File: src/rtl/seq_shift_right_pkg.sv
// seq_shift_right_pkg: shared FSM state encoding and datapath defaults for the right shifter
package seq_shift_right_pkg;
   localparam int WIDTH_DEF = 32;
   localparam int SHAMT_W_DEF = 5;
   typedef enum logic [1:0] {IDLE = 2'b00, SHIFT = 2'b01, DONE = 2'b10} state_t;
endpackage

File: src/rtl/seq_shift_right_if.sv
// seq_shift_right_if: start/done request bundle between execute stage and shifter
interface seq_shift_right_if
   import seq_shift_right_pkg::*;
#(
   parameter int WIDTH = WIDTH_DEF,
   parameter int SHAMT_W = SHAMT_W_DEF
);
   logic start;
   logic [WIDTH-1:0] data_in;
   logic [SHAMT_W-1:0] shamt;
   logic arith;
   logic [WIDTH-1:0] data_out;
   logic busy;
   logic done;
   modport master (output start, data_in, shamt, arith, input data_out, busy, done);
   modport slave (input start, data_in, shamt, arith, output data_out, busy, done);
endinterface

File: src/rtl/seq_shift_right_sr_stage.sv
// sr_stage: one fixed-amount right shift stage with selectable fill bit
module sr_stage #(
   parameter int WIDTH = 32,
   parameter int AMOUNT = 1
) (
   input logic [WIDTH-1:0] din,
   input logic fill,
   input logic enable,
   output logic [WIDTH-1:0] dout
);
   assign dout = enable ? {{AMOUNT{fill}}, din[WIDTH-1:AMOUNT]} : din;
endmodule

File: src/rtl/seq_shift_right.sv
// seq_shift_right: multi-cycle srl/sra, one power-of-two stage per clock, MSB stage first
module seq_shift_right
   import seq_shift_right_pkg::*;
#(
   parameter int WIDTH = WIDTH_DEF,
   parameter int SHAMT_W = SHAMT_W_DEF
) (
   input logic clock,
   input logic reset_n,
   seq_shift_right_if.slave bus
);
   localparam logic [SHAMT_W-1:0] IDX0 = SHAMT_W'(SHAMT_W - 1);
   state_t state;
   logic [SHAMT_W-1:0] idx;
   logic [SHAMT_W-1:0] sh;
   logic ar;
   logic fill;
   logic [WIDTH-1:0] nxt;
   logic [WIDTH-1:0] stg [SHAMT_W];
   assign fill = ar & bus.data_out[WIDTH-1];
   for (genvar i = 0; i < SHAMT_W; i++) begin : g_stage
      sr_stage #(.WIDTH(WIDTH), .AMOUNT(2 ** i)) u_stage (
         .din(bus.data_out),
         .fill(fill),
         .enable(sh[i]),
         .dout(stg[i])
      );
   end
   always_comb begin
      nxt = bus.data_out;
      for (int k = 0; k < SHAMT_W; k++) nxt = (idx == SHAMT_W'(k)) ? stg[k] : nxt;
   end
   always_ff @(posedge clock or negedge reset_n) begin
      if (!reset_n) begin
         state <= IDLE;
         bus.data_out <= '0;
         bus.busy <= 1'b0;
         bus.done <= 1'b0;
         idx <= IDX0;
         sh <= '0;
         ar <= 1'b0;
      end else begin
         case (state)
            IDLE, DONE: begin
               bus.done <= 1'b0;
               if (bus.start) begin
                  bus.data_out <= bus.data_in;
                  sh <= bus.shamt;
                  ar <= bus.arith;
                  idx <= IDX0;
                  bus.busy <= 1'b1;
                  state <= SHIFT;
               end else begin
                  state <= IDLE;
               end
            end
            SHIFT: begin
               bus.data_out <= nxt;
               // exit is taken at idx=0 so the counter never wraps
               idx <= (idx == '0) ? idx : idx - 1'b1;
               if (idx == '0) begin
                  bus.busy <= 1'b0;
                  bus.done <= 1'b1;
                  state <= DONE;
               end
            end
            default: state <= IDLE;
         endcase
      end
   end
endmodule

File: src/flat_wrapper.sv
// flat-port wrapper written by rule: the top's interface ports become plain ports
module seq_shift_right_flat import seq_shift_right_pkg::*;
#(
   parameter int WIDTH = WIDTH_DEF,
   parameter int SHAMT_W = SHAMT_W_DEF
)
  (clock, reset_n, bus_start, bus_data_in, bus_shamt, bus_arith, bus_data_out, bus_busy, bus_done);
  seq_shift_right_if #(.WIDTH(WIDTH), .SHAMT_W(SHAMT_W)) bus_i ();
  input logic clock;
  input logic reset_n;
  input wire logic [$bits(bus_i.start)-1:0] bus_start;
  input wire logic [$bits(bus_i.data_in)-1:0] bus_data_in;
  input wire logic [$bits(bus_i.shamt)-1:0] bus_shamt;
  input wire logic [$bits(bus_i.arith)-1:0] bus_arith;
  output wire logic [$bits(bus_i.data_out)-1:0] bus_data_out;
  output wire logic [$bits(bus_i.busy)-1:0] bus_busy;
  output wire logic [$bits(bus_i.done)-1:0] bus_done;
  assign bus_i.start = bus_start;
  assign bus_i.data_in = bus_data_in;
  assign bus_i.shamt = bus_shamt;
  assign bus_i.arith = bus_arith;
  assign bus_data_out = bus_i.data_out;
  assign bus_busy = bus_i.busy;
  assign bus_done = bus_i.done;
  seq_shift_right #(.WIDTH(WIDTH), .SHAMT_W(SHAMT_W)) u_core (.clock(clock), .reset_n(reset_n), .bus(bus_i));
endmodule
File: config.mk
export PLATFORM = sky130hd
export DESIGN_NAME = seq_shift_right_flat
export DESIGN_NICKNAME = d
export VERILOG_FILES = /design/src/rtl/seq_shift_right_pkg.sv /design/src/rtl/seq_shift_right_if.sv /design/src/rtl/seq_shift_right_sr_stage.sv /design/src/rtl/seq_shift_right.sv /design/src/flat_wrapper.sv
export SDC_FILE = /design/constraint.sdc
export NUM_CORES = 1
export LEC_CHECK = 0
export CAP_MARGIN = 30
export CORE_ASPECT_RATIO = 1.25
export CORE_MARGIN = 1
export CORE_UTILIZATION = 45
export DETAILED_ROUTE_END_ITERATION = 16
export PLACE_DENSITY_LB_ADDON = 0.05
export RECOVER_POWER = 50
export REMOVE_ABC_BUFFERS = 1
export SLEW_MARGIN = 20
export SYNTH_ARGS = -nofsm -noshare
export SYNTH_HDL_FRONTEND = slang
export SYNTH_SLANG_ARGS = --single-unit
File: constraint.sdc
create_clock -name clock -period 3.14 [get_ports clock]
set_clock_uncertainty 0.1 [all_clocks]
set_input_delay 0.314 -clock clock [delete_from_list [all_inputs] [get_ports clock]]
set_output_delay 0.314 -clock clock [all_outputs]
set_load 0.02 [all_outputs]
==> results.py <==
metrics = {
    "sta": {
        "timing.final.crit_period_ns": 2.76,
        "tightest_slew_ns": 1.70,
        "rsz0062_at_grt": "false",
        "setup_viol": 0,
        "holdWs_ns": 0.387,
        "max_freq_mhz": 363,
        "slew_headroom": -0.132,
        "hold_viol": 0,
        "slew_viol_final": 29,
        "period_share": 0.878,
    },
    "hold_path": {
        "hold_path_class": "register to register",
    },
    "grt": {
        "grt_max_degree": 40,
        "grt_usage": 0.253,
        "antenna_found_initial": 0,
        "grt_overflow_total": 0,
        "grt_pass1_vias": 2928,
        "grt_pass1_wl_mm": 15.2,
    },
    "clocking": {
        "cts_resized": 0,
        "cts_made_buffers": 5,
        "cts.sinks": 47,
        "root_buffer": "clkbuf_8",
        "insertion_delay_ns": 0.30,
        "clockBufferDepth": 2,
        "h-tree-depth": 2,
        "clk_pin_slew_worst_paths_ns": 0.09,
        "cts_tree": "done",
    },
    "die": {
        "core-area_sq_um": 6980,
        "io-pin-count": 75,
        "die_y_microns": 97.1,
        "die_w_microns": 78.1,
        "initial_core_util": 0.466,
        "die_area_sq_um": 7580,
        "num_rows": 34,
    },
    "worst_setup_path": {
        "path_max_fanout": 19,
        "crit_path_end_kind": "register",
        "crit_type": "register to register",
        "cp.arrival_ns": 2.85,
        "worstPathRequired_ns": 3.24,
        "cp-start-kind": "register",
    },
    "logic_synthesis": {
        "synthesis.area_sq_um": 3250,
        "synth_edf_count": 0,
        "synth_cell_types": 43,
        "yosysWarningCount": 0,
        "ys_ff_latch": 47,
        "async_flop_share": 1.00,
        "synth.avg_cell_area_sq_um": 10.4,
        "ys_seq_area_frac": 0.362,
        "synth_top_flop_cell": "dfrtp_1",
        "syn_inst": 312,
    },
    "power_and_ir_drop": {
        "intPower_uw": 3020,
        "p_per_area_nw_per_um2": 1300,
        "p_leak_uw": 0.00186,
        "p_sw_uw": 2430,
        "p_clk_frac": 0.076,
        "comb_power_share": 0.666,
        "seqPwrFrac": 0.259,
        "power_uw": 5450,
        "netSwitchingFraction": 0.446,
        "peakVddDrop_uv": 680,
    },
    "layout": {
        "n_fill_cell": 626,
        "area_delta_synth_final_pct": 29.1,
        "diodes": 0,
        "fin_nets": 425,
        "drive_above_1_share": 0.150,
    },
    "place": {
        "routabilityCongestion": 0.909,
        "numPortBuffers": 74,
        "place_hpwl_mm": 6.41,
    },
    "drt": {
        "ant_nets": 0,
        "via_per_inst": 6.10,
        "route.detailed.drc": 0,
        "wl_mm": 9.19,
        "first_pass_iters": 4,
        "wl_per_cell_microns": 19.5,
        "vias": 2871,
        "drt_iter0_markers": 251,
    },
    "outcome": {
        "status": "complete, but fails checks",
        "violations": "capacitance limit, slew limit",
    },
    "flow_run": {
        "drv_cap": 1,
    },
}
cell usage after synthesis (all sizes together), types with 2 or more instances:
library cell / n / area [sq um]
nor3: 5 / 30.0
nand2b: 4 / 25.0
nor2: 10 / 37.5
clkbuf: 19 / 71.3
a21o: 2 / 15.0
o21ai: 9 / 60.1
nor4b: 2 / 17.5
nor4: 3 / 18.8
a211oi: 5 / 37.5
mux2: 34 / 495
inv: 5 / 18.8
a22oi: 40 / 300
a21oi: 10 / 50.1
o22ai: 4 / 25.0
ha: 4 / 50.1
buf: 10 / 73.8
nand3: 3 / 15.0
mux2i: 28 / 280
nand2: 26 / 97.6
o221ai: 26 / 228
nor2b: 3 / 18.8
dfrtp: 46 / 1150
state kept, by name, summed over array words and instances, names as in the netlist:
register	flops
u_core.ar	1
u_core.bus.busy	1
u_core.bus.data_out	32
u_core.bus.done	1
u_core.idx	5
u_core.sh	5
u_core.state	2
layout make-up:
cell class | instances | area (sq um) | share of cell area
Clock buffer | 8 | 100 | 0.0238
Multi-Input combinational cell | 231 | 1930 | 0.458
Sequential cell | 47 | 1180 | 0.280
Timing Repair Buffer | 90 | 866 | 0.206
Inverter | 5 | 18.8 | 0.00447
Tap cell | 90 | 113 | 0.0268
cells in the final DEF (no fill, tap or decap), drive strengths merged, types with 4 or more instances in the layout:
| master | netlist | final |
|---|---|---|
| clkbuf | 19 | 12 |
| nor3 | 5 | 5 |
| nand2 | 26 | 26 |
| o21ai | 9 | 9 |
| ha | 4 | 4 |
| nor2 | 10 | 10 |
| clkdlybuf4s50 | 0 | 68 |
| dfrtp | 46 | 46 |
| inv | 5 | 5 |
| mux2i | 28 | 28 |
| o221ai | 26 | 26 |
| a211oi | 5 | 5 |
| dlygate4sd3 | 0 | 6 |
| a22oi | 40 | 40 |
| mux2 | 34 | 34 |
| o22ai | 4 | 4 |
| nand2b | 4 | 4 |
| buf | 10 | 12 |
| a21oi | 10 | 10 |
power by group through the flow:
stage / combinational [uW] / clock [uW] / sequential [uW]
floorplan: 2330 / 0 / 1510
global placement: 3590 / 0 / 1420
detailed placement: 3650 / 0 / 1420
CTS: 3660 / 420 / 1410
global route: 3920 / 434 / 1460
finish: 3620 / 411 / 1410
worst max-delay path, stage by stage, from the launching register on:
cell,delay [ns]
dfrtp_1,0.42
inv_1,0.09
ha_1,0.18
or4b_1,0.48
mux2_1,0.25
o22ai_1,0.07
a2111o_2,0.46
buf_4,0.26
mux2_4,0.34
final timing paths:
| path | startpoint | to | slack, ns | depth (start not counted) |
|---|---|---|---|---|
| worst max register to register | u_core.idx[1] | u_core.bus.data_out[12] | 0.38 | 8 |
| worst min register to register | u_core.bus.done | u_core.bus.done | 0.39 | 1 |
| worst min-delay path | u_core.bus.done | u_core.bus.done | 0.39 | 1 |
| min in group asynchronous | reset_n | u_core.bus.data_out[1] | 0.88 | 2 |
| worst max-delay path | u_core.idx[1] | u_core.bus.data_out[12] | 0.38 | 8 |
| max in group asynchronous | reset_n | u_core.state[1] | 1.08 | 2 |
routing by layer:
layer / GRT usage / wire length [microns] / vias up / share of wire
met1: 0.319 / 3700 / 1407 / 0.40
met2: 0.441 / 4870 / 100 / 0.53
li1: - / - / 1345 / -
met3: 0.0338 / 422 / 19 / 0.046
met4: 0.0826 / 198 / 0 / 0.022
met5: 0 / 0 / - / 0
metrics by stage:
stage	util	TNS, ns	setup WS (ns)	instances	area [sq um]
after floorplan	-	-32.52	-1.04	283	3110
final	0.602	0	0.382	471	4200
after global placement	0.583	0	0.263	460	4070
after global routing	0.602	0	0.264	471	4200
after CTS	0.604	0	0.356	471	4210
after detailed placement	0.588	0	0.388	462	4100
logic make-up (layout without fill, tap and decap cells):
group | after synthesis | count (layout) | share of synthesized area
buffers and inverters | 34 | 103 | 0.0504
XOR/XNOR | 1 | 1 | 0.00269
AO/OA/AOI/OAI | 102 | 102 | 0.238
flip-flops | 47 | 47 | 0.362
adder cells (fa/ha/maj) | 4 | 4 | 0.0154
AND/OR/NAND/NOR | 62 | 62 | 0.0938
multiplexers | 62 | 62 | 0.238
repair_timing:
action / in CTS / in global routing
endpoints found under the hold margin: 27 / 0
hold buffers: 1 / 0
setup buffers: 0 / 0
Power figures use the tool's default switching activity.
